`src/rtl/pipelined_decoder.sv`:
```
// Registered, handshaked opcode decoder: classifies the opcode and looks up a
// programmable control word, with a one-entry output stage and a HALT/resume FSM.
module pipelined_decoder #(
  parameter int IW    = 8,
  parameter int OW    = 10,
  parameter int NCLS  = 8,
  parameter int CNT_W = 16,
  localparam int AW   = $clog2(NCLS)
) (
  input  logic             clk,
  input  logic             reset,
  input  logic             in_valid,
  output logic             in_ready,
  input  logic [IW-1:0]    instruction,
  output logic             out_valid,
  input  logic             out_ready,
  output logic [OW-1:0]    control_signals,
  output logic             special_reg,
  output logic             temp_mem,
  output logic [2:0]       cls,
  output logic             halted,
  input  logic             resume,
  input  logic             cfg_we,
  input  logic [AW-1:0]    cfg_addr,
  input  logic [OW-1:0]    cfg_data,
  output logic [CNT_W-1:0] decode_count
);

  typedef enum logic [0:0] {RUN = 1'b0, HALTED = 1'b1} state_t;

  // Returns {is_halt, temp_mem, cls}; first matching pattern wins.
  function automatic logic [4:0] classify(input logic [7:0] op);
    logic [4:0] res;
    casez (op)
      8'b0111_0000: res = {1'b1, 1'b0, 3'd6};
      8'b10??_????: res = {1'b0, 1'b0, 3'd0};
      8'b110?_????: res = {1'b0, 1'b0, 3'd1};
      8'b111?_????: res = {1'b0, 1'b0, 3'd2};
      8'b0110_1???: res = {1'b0, 1'b0, 3'd4};
      8'b0110_0???: res = {1'b0, 1'b0, 3'd5};
      8'b0111_110?: res = {1'b0, 1'b1, 3'd4};
      8'b0111_11??: res = {1'b0, 1'b1, 3'd5};
      default:      res = {1'b0, 1'b0, 3'd3};
    endcase
    return res;
  endfunction

  state_t            state_r, state_next_s;
  logic [OW-1:0]     table_r [NCLS];
  logic              out_valid_r, special_reg_r, temp_mem_r;
  logic [OW-1:0]     control_r;
  logic [2:0]        cls_r;
  logic [CNT_W-1:0]  count_r;
  logic [4:0]        class_s;
  logic              accept_s, cfg_ok_s;
  logic [OW-1:0]     word_s;

  assign class_s  = classify(instruction[IW-1:IW-8]);
  assign word_s   = table_r[AW'(class_s[2:0])];
  assign in_ready = (state_r == RUN) && (!out_valid_r || out_ready);
  assign accept_s = in_valid && in_ready;

  generate
    if ((1 << AW) == NCLS) begin : g_full_addr
      assign cfg_ok_s = 1'b1;
    end else begin : g_part_addr
      assign cfg_ok_s = (cfg_addr < AW'(NCLS));
    end
  endgenerate

  // FSM state register
  always_ff @(posedge clk) begin
    if (reset) begin
      state_r <= RUN;
    end else begin
      state_r <= state_next_s;
    end
  end

  // FSM next-state: halt on accepted HALT, leave on resume
  always_comb begin
    state_next_s = state_r;
    case (state_r)
      RUN: begin
        if (accept_s && class_s[4]) begin
          state_next_s = HALTED;
        end else begin
          state_next_s = RUN;
        end
      end
      HALTED: begin
        if (resume) begin
          state_next_s = RUN;
        end else begin
          state_next_s = HALTED;
        end
      end
      default: state_next_s = RUN;
    endcase
  end

  // Control table: writes take effect after the edge, so a same-cycle accept sees the old word
  always_ff @(posedge clk) begin
    if (reset) begin
      for (int i = 0; i < NCLS; i++) begin
        table_r[i] <= {OW{1'b0}};
      end
    end else if (cfg_we && cfg_ok_s) begin
      table_r[cfg_addr] <= cfg_data;
    end
  end

  // Output stage and saturating retire counter
  always_ff @(posedge clk) begin
    if (reset) begin
      out_valid_r   <= 1'b0;
      control_r     <= {OW{1'b0}};
      special_reg_r <= 1'b0;
      temp_mem_r    <= 1'b0;
      cls_r         <= 3'd0;
      count_r       <= {CNT_W{1'b0}};
    end else begin
      if (accept_s) begin
        out_valid_r   <= 1'b1;
        control_r     <= word_s;
        special_reg_r <= ~word_s[6] & word_s[3];
        temp_mem_r    <= class_s[3];
        cls_r         <= class_s[2:0];
      end else if (out_ready) begin
        out_valid_r   <= 1'b0;
      end
      if (accept_s && (count_r != {CNT_W{1'b1}})) begin
        count_r <= count_r + {{(CNT_W-1){1'b0}}, 1'b1};
      end
    end
  end

  assign out_valid       = out_valid_r;
  assign control_signals = control_r;
  assign special_reg     = special_reg_r;
  assign temp_mem        = temp_mem_r;
  assign cls             = cls_r;
  assign halted          = (state_r == HALTED);
  assign decode_count    = count_r;

endmodule

```
`config.mk`:
```
export PLATFORM = sky130hd
export DESIGN_NAME = pipelined_decoder
export DESIGN_NICKNAME = d
export VERILOG_FILES = /design/src/rtl/pipelined_decoder.sv
export SDC_FILE = /design/constraint.sdc
export NUM_CORES = 1
export LEC_CHECK = 0
export ABC_AREA = 1
export CAP_MARGIN = 20
export CORE_ASPECT_RATIO = 0.7
export CORE_MARGIN = 3
export CORE_UTILIZATION = 30
export DETAILED_ROUTE_END_ITERATION = 16
export PLACE_DENSITY_LB_ADDON = 0.05
export SETUP_SLACK_MARGIN = 0.3
export SLEW_MARGIN = 0
export SYNTH_ARGS = -nofsm -noshare
export SYNTH_HDL_FRONTEND = slang
export SYNTH_SLANG_ARGS = --single-unit
```
`constraint.sdc`:
```
create_clock -name clk -period 2.5 [get_ports clk]
set_input_delay 0.25 -clock clk [delete_from_list [all_inputs] [get_ports clk]]
set_output_delay 0.25 -clock clk [all_outputs]
set_load 0.01 [all_outputs]
```
**Word-level counts from Yosys, hierarchy flattened**

Memories as Yosys holds them, arrays and structs flattened.
Index checks and enable logic that the tools add are counted.
Widths: inputs -> output; s select.

- Output and inout bits: 34
- RAM bits: 80
- Memories: 1
- Register bits after elaboration: 33
- Logic and storage cells: 44
- Input port bits: 27

Memories:

| memory | depth | width | rd ports | clocked after memory_dff | write ports | line | RTL |
|---|---|---|---|---|---|---|---|
| table_r | 8 | 10 | 1 | 0 | 8 | 49 | `logic [OW-1:0] table_r [NCLS];` |

- Reductions and logical operators: 8
- Muxes and demuxes: 15
- Eq/ne operators: 9
- Add/subtract/negate cells: 1
- Bitwise gates (word level): 3

Operators with widths:

| operator | number |
|---|---|
| $pmux 5 s7 | 1 |
| $add 16x1->16 const B | 1 |
| $ne 16x16->1 const B | 1 |
| $eq 5x4->1 const B | 2 |
| $mux 1 | 10 |
| $mux 10 | 1 |
| $reduce_or 10->1 | 1 |
| $eq 8x7->1 const B | 1 |
| $eq 7x6->1 const B | 1 |
| $eq 3x3->1 const B | 2 |
| $eq 6x5->1 const B | 1 |
| $logic_and 1x1->1 | 4 |
| $mux 4 | 1 |
| $mux 3 | 1 |
| $eq 2x2->1 const B | 1 |
| $not 1->1 | 2 |
| $pmux 1 s2 | 1 |
| $reduce_bool 2->1 | 1 |
| $and 1x1->1 | 1 |
| $logic_not 1->1 | 1 |
| $logic_or 1x1->1 | 1 |

**Logic depth before layout (Yosys ltp)**

- Word-level depth: 7
- Mapped depth: 16

**Least setup slack after synthesis**

Ideal clock, no wire load.

- Path kind: in2reg
- Start point: in reset
- End point: mem table_r[7][0] (enable)
- Path slack: 0.776 ns
- Required time: 2.180 ns
- Buffers on the path: 2
- Arrival: 1.404 ns
- Setup time: 0.320 ns
- Stages on the path: 7
- Cell sequence: clkbuf_1 inv_1 nand2_1 nor2_1 nand2_1 clkbuf_1 nand2_1

RTL lines:

| element | line | RTL |
|---|---|---|
| start, declared | 11 | `input logic reset,` |
| end, declared | 49 |  |

**Final worst setup path**

- Start point: reg count_r[0], in the netlist decode_count[0]
- End point: reg count_r[11], in the netlist decode_count[11]

- Longest elaborated chain between the ends: 2
- Elaborated cells on any way between the ends: 3
- Classes of those cells: add/sub (1); eq/ne (1); reduce/logical (1)

RTL lines:

| element | line | RTL |
|---|---|---|
| start, declared | 53 | `logic [CNT_W-1:0] count_r;` |
| start signal, assigned | 121 | `count_r <= {CNT_W{1'b0}};` |
| start signal, assigned | 133 | `count_r <= count_r + {{(CNT_W-1){1'b0}}, 1'b1};` |
| parallel branches: the longest is 2 deep, another holds $add 16x1->16 | - |  |

Several ways; the timed one is not identified.
A chain may end at the register's enable or synchronous reset.

==> flow_metrics.py <==
metrics = {
    "status": {
        "status": "finished, final reports clean",
    },
    "worst_setup_path": {
        "crit_slowest_cell": "dfxtp_1",
        "rr_worst_depth": 10,
        "max_stage_delay_ns": 0.40,
        "critPathCapture": "decode_count[11]",
        "worstSetupStartpointType": "register",
        "cp_max_fo": 5,
        "cp_cell_sequence": "ha_2 -> nand3_1 -> nor2_1 -> nand3_1 -> nand2_2 -> clkinvlp_4 -> nand4_1 -> inv_1 -> a31oi_1 -> nor2_1",
        "worstPathArrival_ns": 2.30,
        "critPathLaunch": "decode_count[0]",
        "timing.reg2reg.setup_slack_ns": 0.50,
        "timing.rr.start": "decode_count[0]",
        "crit_required_ns": 2.80,
        "reg2reg_to": "decode_count[11]",
        "worstSetupPathType": "register to register",
        "cp-end-kind": "register",
    },
    "detailed_routing": {
        "wl_per_cell_um": 15.9,
        "drc": 0,
        "detail_route.wirelength_mm": 14.8,
        "drt-pass1-iter-count": 4,
        "ant_nets": 0,
        "vias": 4298,
        "drt_iter0_drc": 287,
        "vias_per_cell": 4.63,
    },
    "synth": {
        "syn-cell-area_sq_um": 5350,
        "yosysSeqAreaShare_pct": 57.2,
        "ys_types": 38,
        "synthFlopType": "edfxtp_1",
        "post-synth-top-count-cell": "nand2_1",
        "ys_ff_latch": 113,
        "synth_nets": 640,
        "avgSynthCellArea_sq_um": 8.74,
        "synth_common_cells": "nand2_1 (152), nor2_1 (114), edfxtp_1 (80), inv_1 (62), nand3_1 (36)",
        "synth_edf_count": 80,
        "async_reset_ff_share_pct": 0,
        "yosys_warnings": 0,
        "synthTopCellsByArea": "edfxtp_1 (45%), dfxtp_1 (12%), nand2_1 (11%)",
        "synth_top_area_share_pct": 44.9,
        "synth_top_area_cell": "edfxtp_1",
        "syn-instance-count": 612,
    },
    "floorplanning": {
        "core_sq_um": 17300,
        "ioPinCount": 61,
        "die_area_sq_um": 19500,
        "die_w_um": 166,
        "std_cell_rows": 40,
        "initial_utilization_pct": 30.9,
        "die_h_um": 118,
    },
    "sta": {
        "holdWs_ns": 0.478,
        "finalMaxSlewViolations": 0,
        "max-slew-margin-rel_pct": 62.0,
        "period_share_pct": 80.0,
        "rsz0062_at_grt": "no",
        "setup_ws_ns": 0.500,
        "worstMarginPinSlew_ns": 0.566,
        "tns_ns": 0,
        "skew_ns": 0.0127,
        "min_period_ns": 2.00,
        "fmax_mhz": 500,
        "hold_violations": 0,
        "finalSetupViolCount": 0,
    },
    "global_routing": {
        "track_usage_pct": 15.5,
        "grt_pass1_vias": 4271,
        "antenna_found_initial": 0,
        "grt_pass1_wl_mm": 23.4,
        "grt_max_degree": 38,
        "grt-ovfl-total": 0,
    },
    "pwr": {
        "power.total_mw": 5.01,
        "power.leakage_nw": 2.74,
        "irDropWorstVdd_mv": 0.422,
        "powerDensity_nw_per_um2": 733,
    },
    "worst_hold_path": {
        "hold_path_class": "primary input to register",
        "holdPathStages": 4,
    },
    "clocking": {
        "cts_buffers": 17,
        "cts_hold_buf": 0,
        "cts_buffer_depth": 2,
        "clkSinkCount": 113,
        "cts_max_level": 4,
        "insertion_delay_ns": 0.41,
        "root_buffer": "clkbuf_16",
        "cts_tree": "yes",
        "path_clk_slew_ns": 0.06,
    },
    "placed_design": {
        "dpl.hpwl_mm": 11.0,
        "dpl_cell_area_sq_um": 6230,
        "dpl_worst_slack_ns": 0.207,
        "gp_congestion": 0.861,
        "dpl.cell_count": 894,
        "io_buffers": 60,
    },
    "finish": {
        "regMostFlops": "table_r",
        "utilization_pct": 39.5,
        "stdcell_count": 929,
        "num_antenna_cells": 0,
        "drive_gt1_share_pct": 10.7,
        "nets": 713,
        "area_delta_synth_final_pct": 27.7,
        "largest_reg_flops": 80,
        "final_area_sq_um": 6830,
    },
    "flow_run": {
        "maxCapViolCount": 0,
    },
}
-- per-layer routing --
layer | global-route usage [%] | vias to the layer above | part of all wire (%)
met5 | 0 | - | 0
met2 | 23.5 | 74 | 44
met1 | 22.4 | 2064 | 51
met4 | 4.57 | 0 | 1.1
met3 | 3.12 | 15 | 3.9
li1 | - | 2145 | -
-- cell families after synthesis --
family	share of synthesized area (%)
adder cells (fa/ha/maj)	0.234
flip-flops	57.2
AO/OA/AOI/OAI	7.62
buffers and inverters	7.51
XOR/XNOR	0.327
AND/OR/NAND/NOR	27.1
-- critical path: cells and delay by family (launching register included) --
| kind | cells | cell delay (ns) |
|---|---|---|
| adders and majority gates | 1 | 0.24 |
| DFF | 1 | 0.40 |
| and+or+nand+nor | 6 | 0.86 |
| AOI/OAI and AO/OA | 1 | 0.14 |
| buffers and inverters | 2 | 0.24 |
-- cells in the final DEF (no fill, tap or decap), types with 3 or more instances in the layout --
master / count
nand4_1: 4
inv_2: 3
o21ai_0: 18
nor3_1: 6
buf_4: 19
edfxtp_1: 80
a21oi_1: 18
nand3_1: 36
nand3b_1: 7
nand2_2: 4
nand2_1: 152
clkdlybuf4s50_1: 60
a21oi_2: 6
o21ai_1: 5
dfxtp_1: 33
clkbuf_16: 17
inv_1: 61
inv_4: 5
clkinv_2: 3
o211ai_1: 15
nor2_1: 114
clkinv_4: 3
-- what timing repair did --
action	in CTS	in global routing
setup endpoints to repair	0	2
buffers inserted	0	3
resized for setup	0	3
-- layout make-up --
cell class / count / area (sq um)
inverters: 67 / 258
flip-flops and latches: 113 / 3060
well taps: 231 / 289
fillers: 1832 / 10500
multi-input cells: 406 / 1890
clock inverters: 13 / 135
clock buffers: 19 / 433
repair buffers: 80 / 763
-- where the power goes --
part	leakage (nW)	switching (mW)	total [mW]	internal (mW)
Clock	0.287	0.888	2.36	1.47
Combinational	1.42	0.300	0.494	0.193
Sequential	1.04	0.0444	2.16	2.11
Total	2.74	1.23	5.01	3.78
-- how the worst min path moves through the flow --
stage                  start  endpoint  slack [ns]
floorplan             resume    halted        0.41
global placement    temp_mem  temp_mem        0.45
detailed placement  temp_mem  temp_mem        0.47
CTS                   resume    halted        0.47
global route          resume    halted        0.51
finish                resume    halted        0.48
Note: power is estimated with default switching activity, not from simulation.
